**src/rtl/arcade_input_ctrl.sv**
```systemverilog
// Purpose:      input conditioning for the galaxian core (PS/2 keys + two joysticks -> P1/P2 CSJUDLR).
// Latency:      joystick/rotate change -> outputs 1 clk_sys edge; PS/2 key event -> 2 edges.
// Backpressure: none; this is a free-running level path, and all outputs are registered every cycle.
//
// Ports:
//   clk_sys     system clock (single domain)
//   RESET_N     synchronous reset, active-low
//   ps2_key     hps_io key packet: [64] toggles per event, [15:8]=F0 on release, E0 marks extended keys
//   joystick_0  hps_io joystick: [0]R [1]L [2]D [3]U [4]fire [5]start1 [6]start2
//   joystick_1  same layout as joystick_0; OR-merged with it
//   rotate      1 = horizontal cabinet; directions are remapped by 90 degrees
//   p1_csjudlr  {coin,start1,fire,up,down,left,right}
//   p2_csjudlr  {1'b0,start2,fire,up,down,left,right}
//   coin_busy   high while a coin pulse or its lockout gap is in progress
module arcade_input_ctrl #(
  parameter int COIN_PULSE = 1200000,  // coin-high duration in clk_sys cycles, >= 1
  parameter int COIN_GAP   = 1200000   // coin-low lockout after each pulse, >= 1
) (
  input  logic        clk_sys,
  input  logic        RESET_N,
  input  logic [64:0] ps2_key,
  input  logic [15:0] joystick_0,
  input  logic [15:0] joystick_1,
  input  logic        rotate,
  output logic [6:0]  p1_csjudlr,
  output logic [6:0]  p2_csjudlr,
  output logic        coin_busy
);

  // Counter only needs to hold the larger of the two reload values (N-1).
  localparam int CNT_MAX = (COIN_PULSE > COIN_GAP) ? COIN_PULSE : COIN_GAP;
  localparam int CW      = (CNT_MAX > 1) ? $clog2(CNT_MAX) : 1;

  typedef enum logic [1:0] {
    COIN_IDLE  = 2'd0,
    COIN_PULSE_ST = 2'd1,
    COIN_GAP_ST   = 2'd2
  } coin_state_t;

  // ---------------------------------------------------------------------------
  // PS/2 key decode
  // ---------------------------------------------------------------------------
  logic key_hist;
  logic key_evt;
  logic key_pressed;
  logic key_ext;
  logic key_valid;

  logic key_up, key_down, key_left, key_right;
  logic key_fire, key_start1, key_start2;

  assign key_evt     = ps2_key[64] ^ key_hist;
  assign key_pressed = (ps2_key[15:8] != 8'hF0);
  // On a release the E0 prefix sits one byte further up, behind the F0.
  assign key_ext     = key_pressed ? (ps2_key[15:8] == 8'hE0) : (ps2_key[23:16] == 8'hE0);
  // Packets with anything in the upper bytes are multi-byte sequences we do not decode.
  assign key_valid   = key_evt && (ps2_key[63:24] == 40'd0);

  always_ff @(posedge clk_sys) begin
    if (!RESET_N) begin
      // Adopt the current toggle level so leaving reset never looks like an event.
      key_hist   <= ps2_key[64];
      key_up     <= 1'b0;
      key_down   <= 1'b0;
      key_left   <= 1'b0;
      key_right  <= 1'b0;
      key_fire   <= 1'b0;
      key_start1 <= 1'b0;
      key_start2 <= 1'b0;
    end else begin
      key_hist <= ps2_key[64];
      if (key_valid) begin
        case (ps2_key[7:0])
          // Arrow keys: accept with or without the E0 prefix (keypad arrows too).
          8'h75: key_up    <= key_pressed;
          8'h72: key_down  <= key_pressed;
          8'h6B: key_left  <= key_pressed;
          8'h74: key_right <= key_pressed;
          // Space / left ctrl. E0 14 is right ctrl and E0 29 does not exist; leave them unmapped.
          8'h29, 8'h14: if (!key_ext) key_fire   <= key_pressed;
          8'h05:        if (!key_ext) key_start1 <= key_pressed;
          8'h06:        if (!key_ext) key_start2 <= key_pressed;
          default: ;
        endcase
      end
    end
  end

  // ---------------------------------------------------------------------------
  // Merge keyboard + both joysticks, then rotate
  // ---------------------------------------------------------------------------
  logic [6:0] joy;
  logic       src_up, src_down, src_left, src_right;
  logic       m_up, m_down, m_left, m_right;
  logic       m_fire, m_start1, m_start2;
  logic       start_any;
  logic       unused_joy;

  assign joy        = joystick_0[6:0] | joystick_1[6:0];
  assign unused_joy = ^{joystick_0[15:7], joystick_1[15:7]};

  assign src_right = key_right | joy[0];
  assign src_left  = key_left  | joy[1];
  assign src_down  = key_down  | joy[2];
  assign src_up    = key_up    | joy[3];
  assign m_fire    = key_fire   | joy[4];
  assign m_start1  = key_start1 | joy[5];
  assign m_start2  = key_start2 | joy[6];
  assign start_any = m_start1 | m_start2;

  // Horizontal orientation: the stick is turned 90 degrees relative to the screen.
  assign m_up    = rotate ? src_left  : src_up;
  assign m_down  = rotate ? src_right : src_down;
  assign m_left  = rotate ? src_down  : src_left;
  assign m_right = rotate ? src_up    : src_right;

  // ---------------------------------------------------------------------------
  // Coin FSM
  // ---------------------------------------------------------------------------
  coin_state_t   coin_state, coin_state_nxt;
  logic [CW-1:0] coin_cnt,   coin_cnt_nxt;
  logic          start_prev;
  logic          coin_trig;

  assign coin_trig = start_any & ~start_prev;

  always_ff @(posedge clk_sys) begin
    if (!RESET_N) begin
      coin_state <= COIN_IDLE;
      coin_cnt   <= '0;
      // Load the live start level so a start held across reset is not seen as a new press.
      start_prev <= start_any;
    end else begin
      coin_state <= coin_state_nxt;
      coin_cnt   <= coin_cnt_nxt;
      start_prev <= start_any;
    end
  end

  always_comb begin
    coin_state_nxt = coin_state;
    coin_cnt_nxt   = coin_cnt;
    case (coin_state)
      COIN_IDLE: begin
        if (coin_trig) begin
          coin_state_nxt = COIN_PULSE_ST;
          coin_cnt_nxt   = CW'(COIN_PULSE - 1);
        end
      end
      COIN_PULSE_ST: begin
        if (coin_cnt == '0) begin
          coin_state_nxt = COIN_GAP_ST;
          coin_cnt_nxt   = CW'(COIN_GAP - 1);
        end else begin
          coin_cnt_nxt = coin_cnt - CW'(1);
        end
      end
      COIN_GAP_ST: begin
        if (coin_cnt == '0) begin
          coin_state_nxt = COIN_IDLE;
        end else begin
          coin_cnt_nxt = coin_cnt - CW'(1);
        end
      end
      default: begin
        coin_state_nxt = COIN_IDLE;
        coin_cnt_nxt   = '0;
      end
    endcase
  end

  // ---------------------------------------------------------------------------
  // Output registers. Coin/busy come from the next state so the coin bit rises
  // on the same edge as the start bit that triggered it.
  // ---------------------------------------------------------------------------
  always_ff @(posedge clk_sys) begin
    if (!RESET_N) begin
      p1_csjudlr <= 7'd0;
      p2_csjudlr <= 7'd0;
      coin_busy  <= 1'b0;
    end else begin
      p1_csjudlr <= {(coin_state_nxt == COIN_PULSE_ST), m_start1, m_fire,
                     m_up, m_down, m_left, m_right};
      p2_csjudlr <= {1'b0, m_start2, m_fire, m_up, m_down, m_left, m_right};
      coin_busy  <= (coin_state_nxt != COIN_IDLE);
    end
  end

endmodule

```
**config.mk**
```make
export PLATFORM = sky130hd
export DESIGN_NAME = arcade_input_ctrl
export DESIGN_NICKNAME = d
export VERILOG_FILES = /design/src/rtl/arcade_input_ctrl.sv
export SDC_FILE = /design/constraint.sdc
export NUM_CORES = 1
export LEC_CHECK = 0
export BUFFER_PORTS_ARGS = -buffer_cell sky130_fd_sc_hd__buf_2
export CAP_MARGIN = 5
export CORE_MARGIN = 2
export CORE_UTILIZATION = 43
export DETAILED_ROUTE_END_ITERATION = 10
export GPL_TIMING_DRIVEN = 0
export MAX_ROUTING_LAYER = met4
export PLACE_DENSITY = 0.77
export SLEW_MARGIN = 20
export SYNTH_ARGS = -nofsm -noshare
export SYNTH_HDL_FRONTEND = slang
export SYNTH_SLANG_ARGS = --single-unit
```
**constraint.sdc**
```tcl
create_clock -name clk_sys -period 2.35 [get_ports clk_sys]
set_clock_uncertainty 0.2 [all_clocks]
set_input_delay 0.5875 -clock clk_sys [delete_from_list [all_inputs] [get_ports clk_sys]]
set_output_delay 0.5875 -clock clk_sys [all_outputs]
set_load 0.03 [all_outputs]
```
==> flow_summary_export.csv, run 1 <==
group,metric,value,unit
layout,drive_gt1_share,39.5,%
floorplanning,initial_core_util,45.1,%
clock_network,path_clk_slew,0.09,ns
sta,fmax,430,MHz
layout,diodes,0,
yosys,synthFlopType,"dfxtp_1",
clock_network,cts.hold.buffers_added,0,
layout,utilization,60.6,%
hold_path,hold_start,"ps2_key[64]",
routing,drcViolationCount,0,
grt,grt_pass1_vias,2709,
sta,layout_min_cycle_time,2.32,ns
clock_network,root_buffer,"clkbuf_8",
worst_setup_path,cp.buffers_inverters,1,
routing,wl,7850,µm
yosys,netlist_area,0.00253,mm²
floorplanning,core,0.00561,mm²
sta,tightestPinTransition,0.719,ns
yosys,ys_seq_area_share,32.5,%
worst_setup_path,startpoint,"coin_cnt[7]$_SDFFE_PN0P_",
worst_setup_path,rr_startpoint,"coin_cnt[7]$_SDFFE_PN0P_",
yosys,synth_top_cell_area_share,32.5,%
pwr,leakage,1.46,nW
worst_setup_path,slowest_stage,"or4_4",
pwr,peakVddDrop,359,µV
place,portBuffers,93,
worst_setup_path,cp_cell_sequence,"buf_6, or4_4, nor4_1, o21a_1, o31ai_1, a311oi_1",
yosys,synth-async-reset-ratio,0,%
floorplanning,fp.dieArea,0.00651,mm²
grt,antenna_found_initial,0,
floorplanning,row_count,27,
pwr,powerDensity,635,mW/mm²
yosys,yosysUniqueCellTypes,68,
grt,grt.overflow.total,0,
run,maxCapViolCount,0,
sta,max-slew-margin-rel,51.7,%
place,placed_cell_area,0.00308,mm²
place,dp_hpwl,5630,µm
layout,syn_to_final_growth,34.6,%
yosys,synth_area_leader_cell,"dfxtp_1",
sta,grt_setup_unrepaired,"true",
sta,setup_viol,0,
grt,grt_pass1_wl,12200,µm
yosys,synth_area_leaders,"dfxtp_1, nor4_1, nand2_1, nor2_1, mux2i_1",
sta,hold_viol_final,0,
sta,whs,0.211,ns
clock_network,ctsLongestPathBuffers,2,
layout,fin_cells,490,
yosys,synth_nets,408,
yosys,syn_inst,307,
place,gp_congestion,0.938,
clock_network,clkLatencyLatePin,0.31,ns
yosys,synth_edf_count,0,
yosys,yosysMostFrequentCell,"dfxtp_1",
clock_network,cts-buffers-inserted,5,
clock_network,cts.sinks,41,
worst_setup_path,start_kind,"register",
routing,first_pass_iters,5,
worst_setup_path,cpLargestDelayFamily,"simple AND/OR/NAND/NOR gates",
worst_setup_path,critPathRequiredTime,2.35,ns
yosys,yosysWarnings,0,
worst_setup_path,critPathArrivalTime,2.33,ns
yosys,synth_common_cells,"dfxtp_1, nand2_1, nor2_1",
hold_path,hp-class,"in -> reg",
routing,viasPerCell,5.98,
layout,final_area,0.00340,mm²
grt,grtUsageTotal,24.8,%
routing,antenna_left,0,
sta,finalCritPeriodShare,98.9,%
sta,drv_slew,0,
floorplanning,die_y,80.7,µm
worst_setup_path,path_class,"reg -> reg",
routing,vias,2932,
clock_network,cts_tree,"yes",
yosys,ys_ff_latch,41,
floorplanning,die_w,80.7,µm
worst_setup_path,cp_max_fo,10,
routing,wl_per_cell,16.0,µm
routing,drt_iter0_drc,222,
worst_setup_path,cp-end-kind,"register",
outcome,status,"finished clean",
clock_network,ctsHtreeMaxLevel,2,
worst_setup_path,max_stage_delay,0.57,ns
place,place_inst,472,
yosys,avgSynthCellArea,8.23,µm²
pwr,p_total,2.16,mW
layout,layout.nets,518,
floorplanning,pin_count,115,
grt,grt_start_max_net_pins,15,
## registers in the layout, summed over array words and instances (netlist names)
register    cells
key_up          1
key_right       1
coin_cnt       21
coin_busy       1
key_left        1
key_fire        1
key_start2      1
key_start1      1
start_prev      1
key_hist        1
coin_state      2
p1_csjudlr      7
key_down        1
p2_csjudlr      1
## worst register-to-register path: stages (launching register included)
cell and delay [ns]:
dfxtp_1 0.32, buf_6 0.13, or4_4 0.57, nor4_1 0.49, o21a_1 0.17, o31ai_1 0.06
a311oi_1 0.28
## cells by family after synthesis
| logic type | after synthesis | synth area share (%) |
|---|---|---|
| buffers and inverters | 29 | 6.39 |
| adders and majority gates | 1 | 0.495 |
| AOI/OAI and AO/OA | 83 | 24.1 |
| muxes | 8 | 3.17 |
| DFF | 41 | 32.5 |
| xor gates and xnor gates | 2 | 0.693 |
| other | 1 | 0.148 |
| and+or+nand+nor | 142 | 32.5 |
## stage by stage
step	worst slack (ns)	setup TNS, ns
2_1_floorplan	0.115	0
3_3_place_gp	-0.540	-7.81
3_5_place_dp	-0.574	-8.62
4_1_cts	0.0114	0
5_1_grt	-0.00759	-0.0178
6_report	0.0259	0
## per-layer routing
layer,GRT usage (%),vias to the layer above,part of all wire (%)
met2,41.3,131,49
met3,5.84,10,7.7
met1,30.4,1380,42
met4,6.10,0,0.79
li1,-,1411,-
met5,-,-,0
## final timing paths
path                            cells after the start                         to  slack [ns]
worst max-delay path                                6  coin_cnt[15]$_SDFFE_PN0P_        0.03
worst min-delay path                                1           key_hist$_DFF_P_        0.21
worst max register to register                      6  coin_cnt[15]$_SDFFE_PN0P_        0.03
worst min register to register                      2    key_start2$_SDFFE_PN0P_        0.27
## cell usage in the layout, fill, tap and decap left out, types with 3 or more instances in the layout
cell,n
buf_2,93
dfxtp_1,36
nand2_1,24
nor4_1,22
nor2_1,22
buf_4,16
nor3_1,14
a21oi_1,13
mux2i_1,8
a211oi_1,8
o31ai_1,8
o21ai_0,7
clkbuf_8,6
nand4_1,6
nand2b_1,6
o22ai_1,6
clkbuf_1,5
inv_1,5
and2_1,5
or4_4,5
dfxtp_2,5
o2111ai_1,4
or3_1,4
buf_1,4
o21a_1,4
nand4b_1,3
nor3b_1,3
buf_6,3
o311a_1,3
or4_1,3
a311oi_1,3
## power breakdown
group          internal (mW)  switching, mW  leakage, nW
Clock                  0.318          0.270       0.0543
Sequential             0.739         0.0508        0.337
Combinational          0.353          0.430         1.07
Total                   1.41          0.750         1.46
## final cells by class
cell class	instances	area, µm²
fillers	534	2210
flip-flops and latches	41	827
clock inverters	3	46.3
multi-input cells	237	1660
well taps	72	90.1
repair buffers	103	544
plain buffers	22	140
clock buffers	5	68.8
inverters	7	26.3
## repair_timing
| item | CTS | global route |
|---|---|---|
| pin swaps | 3 | 6 |
| endpoints found under the setup margin | 21 | 20 |
| endpoints found under the hold margin | 0 | 0 |
| gates resized for setup | 13 | 28 |
| setup buffers | 4 | 6 |
(Power assumes the default switching activity.)
==> run 2: changes to the inputs <==
Settings changed: CELL_PAD_IN_SITES_DETAIL_PLACEMENT from default to 1, CELL_PAD_IN_SITES_GLOBAL_PLACEMENT from default to 2, CORE_UTILIZATION 43 to 28, PLACE_DENSITY 0.77 to default, PLACE_DENSITY_LB_ADDON from default to 0.1.
Clock period 2.35 ns to 2.8 ns, I/O delays scaled along.
==> run 2 against run 1 <==
Global-route usage shrank 5.2 points. Cell count grew 5.7%. Utilization shrank 23 points. Die area grew 51%. Count of clock-buffer cells in the layout grew 2. Critical endpoint is now coin_cnt[0]$_SDFFE_PN0P_. Largest cell class unchanged.
==> flow_summary_export.csv, run 2 (same netlist as run 1, synthesis figures left out) <==
group,metric,value,unit
place,dp_hpwl,7070,µm
clock_network,cts.sinks,41,
routing,vias,2853,
clock_network,cts_tree,"yes",
sta,fin_setup_tns,0,ns
layout,syn_to_final_growth,29.2,%
pwr,powerDensity,508,mW/mm²
grt,grt.overflow.total,0,
floorplanning,die_y,99.0,µm
grt,antenna_found_initial,0,
place,place_ws,-0.187,ns
sta,hold_viol_final,0,
layout,final_common_cell,"buf_2",
clock_network,cts-buffers-inserted,5,
grt,grt_pass1_vias,2904,
worst_setup_path,start_kind,"register",
routing,wl_met3,382,µm
sta,tightestPinTransition,0.758,ns
layout,top_register,"coin_cnt",
layout,layout.nets,510,
grt,grt_start_max_net_pins,13,
place,portBuffers,93,
grt,grtUsageTotal,19.6,%
sta,drv_slew,0,
sta,finalCritPeriodShare,93.4,%
routing,dr.max_layer_used,"met4",
sta,setup_viol,0,
layout,fillers,1090,
place,gp_congestion,0.755,
clock_network,clkLatencyLatePin,0.30,ns
clock_network,ctsHtreeMaxLevel,2,
floorplanning,pin_count,115,
layout,largest_reg_flops,21,
routing,viasPerCell,5.51,
layout,diodes,0,
sta,max-slew-margin-rel,49.1,%
routing,met1_length,4210,µm
worst_setup_path,critPathArrivalTime,2.66,ns
worst_setup_path,cp_max_fo,10,
hold_path,hp-class,"reg -> reg",
sta,fmax,382,MHz
worst_setup_path,cp-end-kind,"register",
floorplanning,initial_core_util,29.0,%
clock_network,path_clk_slew,0.08,ns
sta,layout_min_cycle_time,2.61,ns
floorplanning,die_w,99.0,µm
routing,drcViolationCount,0,
clock_network,cts.hold.buffers_added,0,
sta,grt_setup_unrepaired,"false",
grt,grt_pass1_wl,15000,µm
hold_path,holdPathStages,2,
routing,antenna_left,0,
layout,top_regs,"coin_cnt (21), p1_csjudlr (7), coin_state (2)",
pwr,peakVddDrop,201,µV
routing,first_pass_iters,4,
routing,dr_wl_met2,4460,µm
layout,final_cell_mix,"buf_2, dfxtp_1, nand2_1, nor2_1, nor4_1",
sta,setup_ws,0.185,ns
run,maxCapViolCount,0,
worst_setup_path,path_class,"reg -> reg",
clock_network,ctsLongestPathBuffers,2,
outcome,status,"finished clean",
worst_setup_path,rr_worst_depth,8,
pwr,leakage,1.38,nW
floorplanning,core,0.00872,mm²
floorplanning,fp.dieArea,0.00980,mm²
floorplanning,row_count,34,
worst_setup_path,critPathRequiredTime,2.84,ns
routing,wl_per_cell,17.7,µm
routing,wl,9160,µm
layout,drive_gt1_share,33.9,%
routing,drt_iter0_drc,88,
clock_network,root_buffer,"clkbuf_8",
[run 2: cell count changes in the layout (fill, tap and decap cells not counted), moves of 2 or more]
cell	change
buf_4	-8
nand2_2	-2
or4_4	-3
or4_1	+2
nor2_4	-2
clkbuf_8	+2
clkbuf_2	-2
nand2_1	+2
inv_1	+2
dfxtp_1	+5
inv_2	-2
dfxtp_2	-5
clkbuf_1	+2
[run 2: final cells by class]
| type | count | area [µm²] | area share, % |
|---|---|---|---|
| buffer | 22 | 135 | 4.14 |
| clock buffer | 7 | 96.3 | 2.95 |
| clock inverter | 1 | 5.00 | 0.153 |
| inverter | 7 | 26.3 | 0.805 |
| multi-input combinational | 237 | 1570 | 47.9 |
| sequential | 41 | 821 | 25.1 |
| tap | 108 | 135 | 4.14 |
| timing repair buffer | 95 | 480 | 14.7 |
[run 2: path summary, 6_finish.rpt]
check	startpoint	to	slack, ns
worst min register to register	key_start1$_SDFFE_PN0P_	key_start1$_SDFFE_PN0P_	0.28
worst max register to register	coin_cnt[0]$_SDFFE_PN0P_	coin_cnt[0]$_SDFFE_PN0P_	0.19
worst max-delay path	coin_cnt[0]$_SDFFE_PN0P_	coin_cnt[0]$_SDFFE_PN0P_	0.19
worst min-delay path	key_start1$_SDFFE_PN0P_	key_start1$_SDFFE_PN0P_	0.28
[run 2: where the power goes]
part | internal [mW] | switching [mW]
Combinational | 0.221 | 0.333
Sequential | 0.619 | 0.0394
Clock | 0.223 | 0.222
[run 2: layer usage]
layer	track usage, %	vias to the layer above
li1	-	1395
met1	25.3	1390
met2	33.0	60
met3	2.70	8
met4	4.00	0
met5	-	-
[run 2: critical path: stages (launching register included)]
cell and delay [ns]:
dfxtp_1 0.35, inv_1 0.07, ha_1 0.21, nor4b_2 0.38, and4_2 0.39, buf_2 0.27, a21boi_2 0.17, o21ai_1 0.28
o221a_2 0.24
[run 2: repair_timing]
item,4_1_cts,5_1_grt
cloned,0,0
setup endpoints to repair,9,16
hold endpoints to repair,0,0
pin swaps,1,1
gates resized for setup,3,4
setup buffers,1,1
[run 2: through the flow]
step	std cells	utilization (%)	power (mW)	instance area (µm²)	hold WS, ns
2_1_floorplan	307	-	1.02	2530	0.239
3_3_place_gp	508	35.9	1.19	3130	0.258
3_5_place_dp	508	35.9	1.20	3130	0.272
4_1_cts	517	37.3	1.65	3250	0.283
5_1_grt	518	37.4	1.75	3260	0.311
6_report	518	37.4	1.66	3260	0.276
==> run 3: changes to the inputs <==
Settings changed: GPL_TIMING_DRIVEN 0 to default.
==> run 3 against run 2 <==
Sequential power about the same. Register-to-register slack worse by 0.02 ns. Combinational power down 1%. Power up 3.7%. Routed wire length down 9.6%. Sequential share of layout area about the same. Critical endpoint unchanged. Largest cell class unchanged. Highest routed layer unchanged.
==> flow_summary_export.csv, run 3 (same netlist as run 1, synthesis figures left out) <==
group,metric,value,unit
clock_network,cts.sinks,41,
clock_network,ctsLongestPathBuffers,2,
clock_network,ctsHtreeMaxLevel,2,
floorplanning,pin_count,115,
floorplanning,initial_core_util,29.0,%
routing,vias,2760,
place,gp_congestion,0.864,
clock_network,cts-buffers-inserted,5,
pwr,leakage,1.41,nW
place,portBuffers,95,
clock_network,path_clk_slew,0.08,ns
grt,grt_start_max_net_pins,28,
clock_network,cts_tree,"yes",
clock_network,root_buffer,"clkbuf_8",
pwr,powerDensity,526,mW/mm²
routing,drt_iter0_drc,83,
grt,grtUsageTotal,17.8,%
routing,dr_wl_met2,3830,µm
place,dp_hpwl,6600,µm
routing,viasPerCell,5.35,
outcome,status,"finished clean",
layout,utilization,37.5,%
floorplanning,row_count,34,
worst_setup_path,critPathRequiredTime,2.79,ns
worst_setup_path,cp_max_fo,9,
sta,finalCritPeriodShare,94.0,%
sta,drv_slew,0,
layout,largest_reg_flops,21,
grt,grt_pass1_wl,13700,µm
routing,first_pass_iters,4,
layout,syn_to_final_growth,29.4,%
layout,top_regs,"coin_cnt (21), p1_csjudlr (7), coin_state (2)",
sta,max-slew-margin-rel,56.4,%
layout,final_common_cell,"buf_2",
pwr,peakVddDrop,195,µV
sta,fin_setup_tns,0,ns
layout,final_area,0.00327,mm²
clock_network,post_cts_resized,0,
floorplanning,die_y,99.0,µm
routing,drcViolationCount,0,
routing,antenna_left,0,
sta,layout_min_cycle_time,2.63,ns
grt,grt.overflow.total,0,
floorplanning,fp.dieArea,0.00980,mm²
grt,antenna_found_initial,0,
layout,layout.nets,508,
run,maxCapViolCount,0,
layout,final_cell_mix,"buf_2, dfxtp_1, nand2_1, nor2_1, nor4_1",
worst_setup_path,start_kind,"register",
floorplanning,core,0.00872,mm²
layout,top_register,"coin_cnt",
worst_setup_path,critPathArrivalTime,2.62,ns
place,placed_cell_area,0.00315,mm²
clock_network,post-cts-setup-buffers,0,
hold_path,hp-class,"reg -> reg",
clock_network,clkLatencyLatePin,0.30,ns
sta,tightestPinTransition,0.654,ns
routing,dr.max_layer_used,"met4",
layout,diodes,0,
sta,setup_viol,0,
routing,wl_met3,304,µm
worst_setup_path,cp-end-kind,"register",
clock_network,cts.hold.buffers_added,0,
routing,wl_per_cell,16.1,µm
routing,met1_length,4090,µm
sta,fmax,380,MHz
grt,grt_pass1_vias,2721,
routing,wl,8290,µm
worst_setup_path,path_class,"reg -> reg",
sta,grt_setup_unrepaired,"false",
sta,hold_viol_final,0,
floorplanning,die_w,99.0,µm
layout,drive_gt1_share,34.6,%
[run 3: changes by cell type in the layout (fill, tap and decap cells not counted), sizes merged]
| cell | previous run | this run |
|---|---|---|
| bufinv | 0 | 1 |
| clkinv | 1 | 0 |
| buf | 108 | 115 |
| clkbuf | 16 | 7 |
[run 3: worst paths after layout]
kind / from / to / slack (ns) / depth (start not counted)
max reg2reg: coin_cnt[0]$_SDFFE_PN0P_ / coin_cnt[0]$_SDFFE_PN0P_ / 0.17 / 7
min reg2reg: key_start1$_SDFFE_PN0P_ / key_start1$_SDFFE_PN0P_ / 0.27 / 2
min: key_start1$_SDFFE_PN0P_ / key_start1$_SDFFE_PN0P_ / 0.27 / 2
max: coin_cnt[0]$_SDFFE_PN0P_ / coin_cnt[0]$_SDFFE_PN0P_ / 0.17 / 7
[run 3: final cells by class]
class,count,area [µm²]
Fill cell,1105,5450
Inverter,7,26.3
Multi-Input combinational cell,237,1550
Sequential cell,41,821
Timing Repair Buffer,115,626
Tap cell,108,135
Clock inverter,1,30.0
Clock buffer,7,86.3
[run 3: per-stage QoR]
| step | power (mW) | setup WS (ns) | hold slack [ns] | instances |
|---|---|---|---|---|
| 2_1_floorplan | 1.02 | 0.453 | 0.239 | 307 |
| 3_3_place_gp | 1.22 | 0.220 | 0.263 | 508 |
| 3_5_place_dp | 1.22 | 0.219 | 0.267 | 508 |
| 4_1_cts | 1.74 | 0.190 | 0.280 | 516 |
| 5_1_grt | 1.82 | 0.0532 | 0.314 | 516 |
| 6_report | 1.72 | 0.168 | 0.272 | 516 |
[run 3: power breakdown]
group          internal (mW)  leakage [nW]  switching [mW]
Clock                  0.291        0.0585           0.220
Sequential             0.619         0.335          0.0407
Combinational          0.233          1.01           0.315
[run 3: worst max-delay path, stage by stage, from the launching register on]
cell and delay (ns):
dfxtp_1 0.37, inv_1 0.06, ha_1 0.24, nor4b_2 0.20, and4_1 0.31, a21oi_1 0.57, o21ai_0 0.28, o221a_2 0.30
[run 3: routing by layer]
| layer | vias to the layer above | GRT usage (%) |
|---|---|---|
| met5 | - | - |
| met4 | 0 | 3.48 |
| met3 | 6 | 2.55 |
| met2 | 48 | 28.7 |
| met1 | 1326 | 23.9 |
| li1 | 1380 | - |
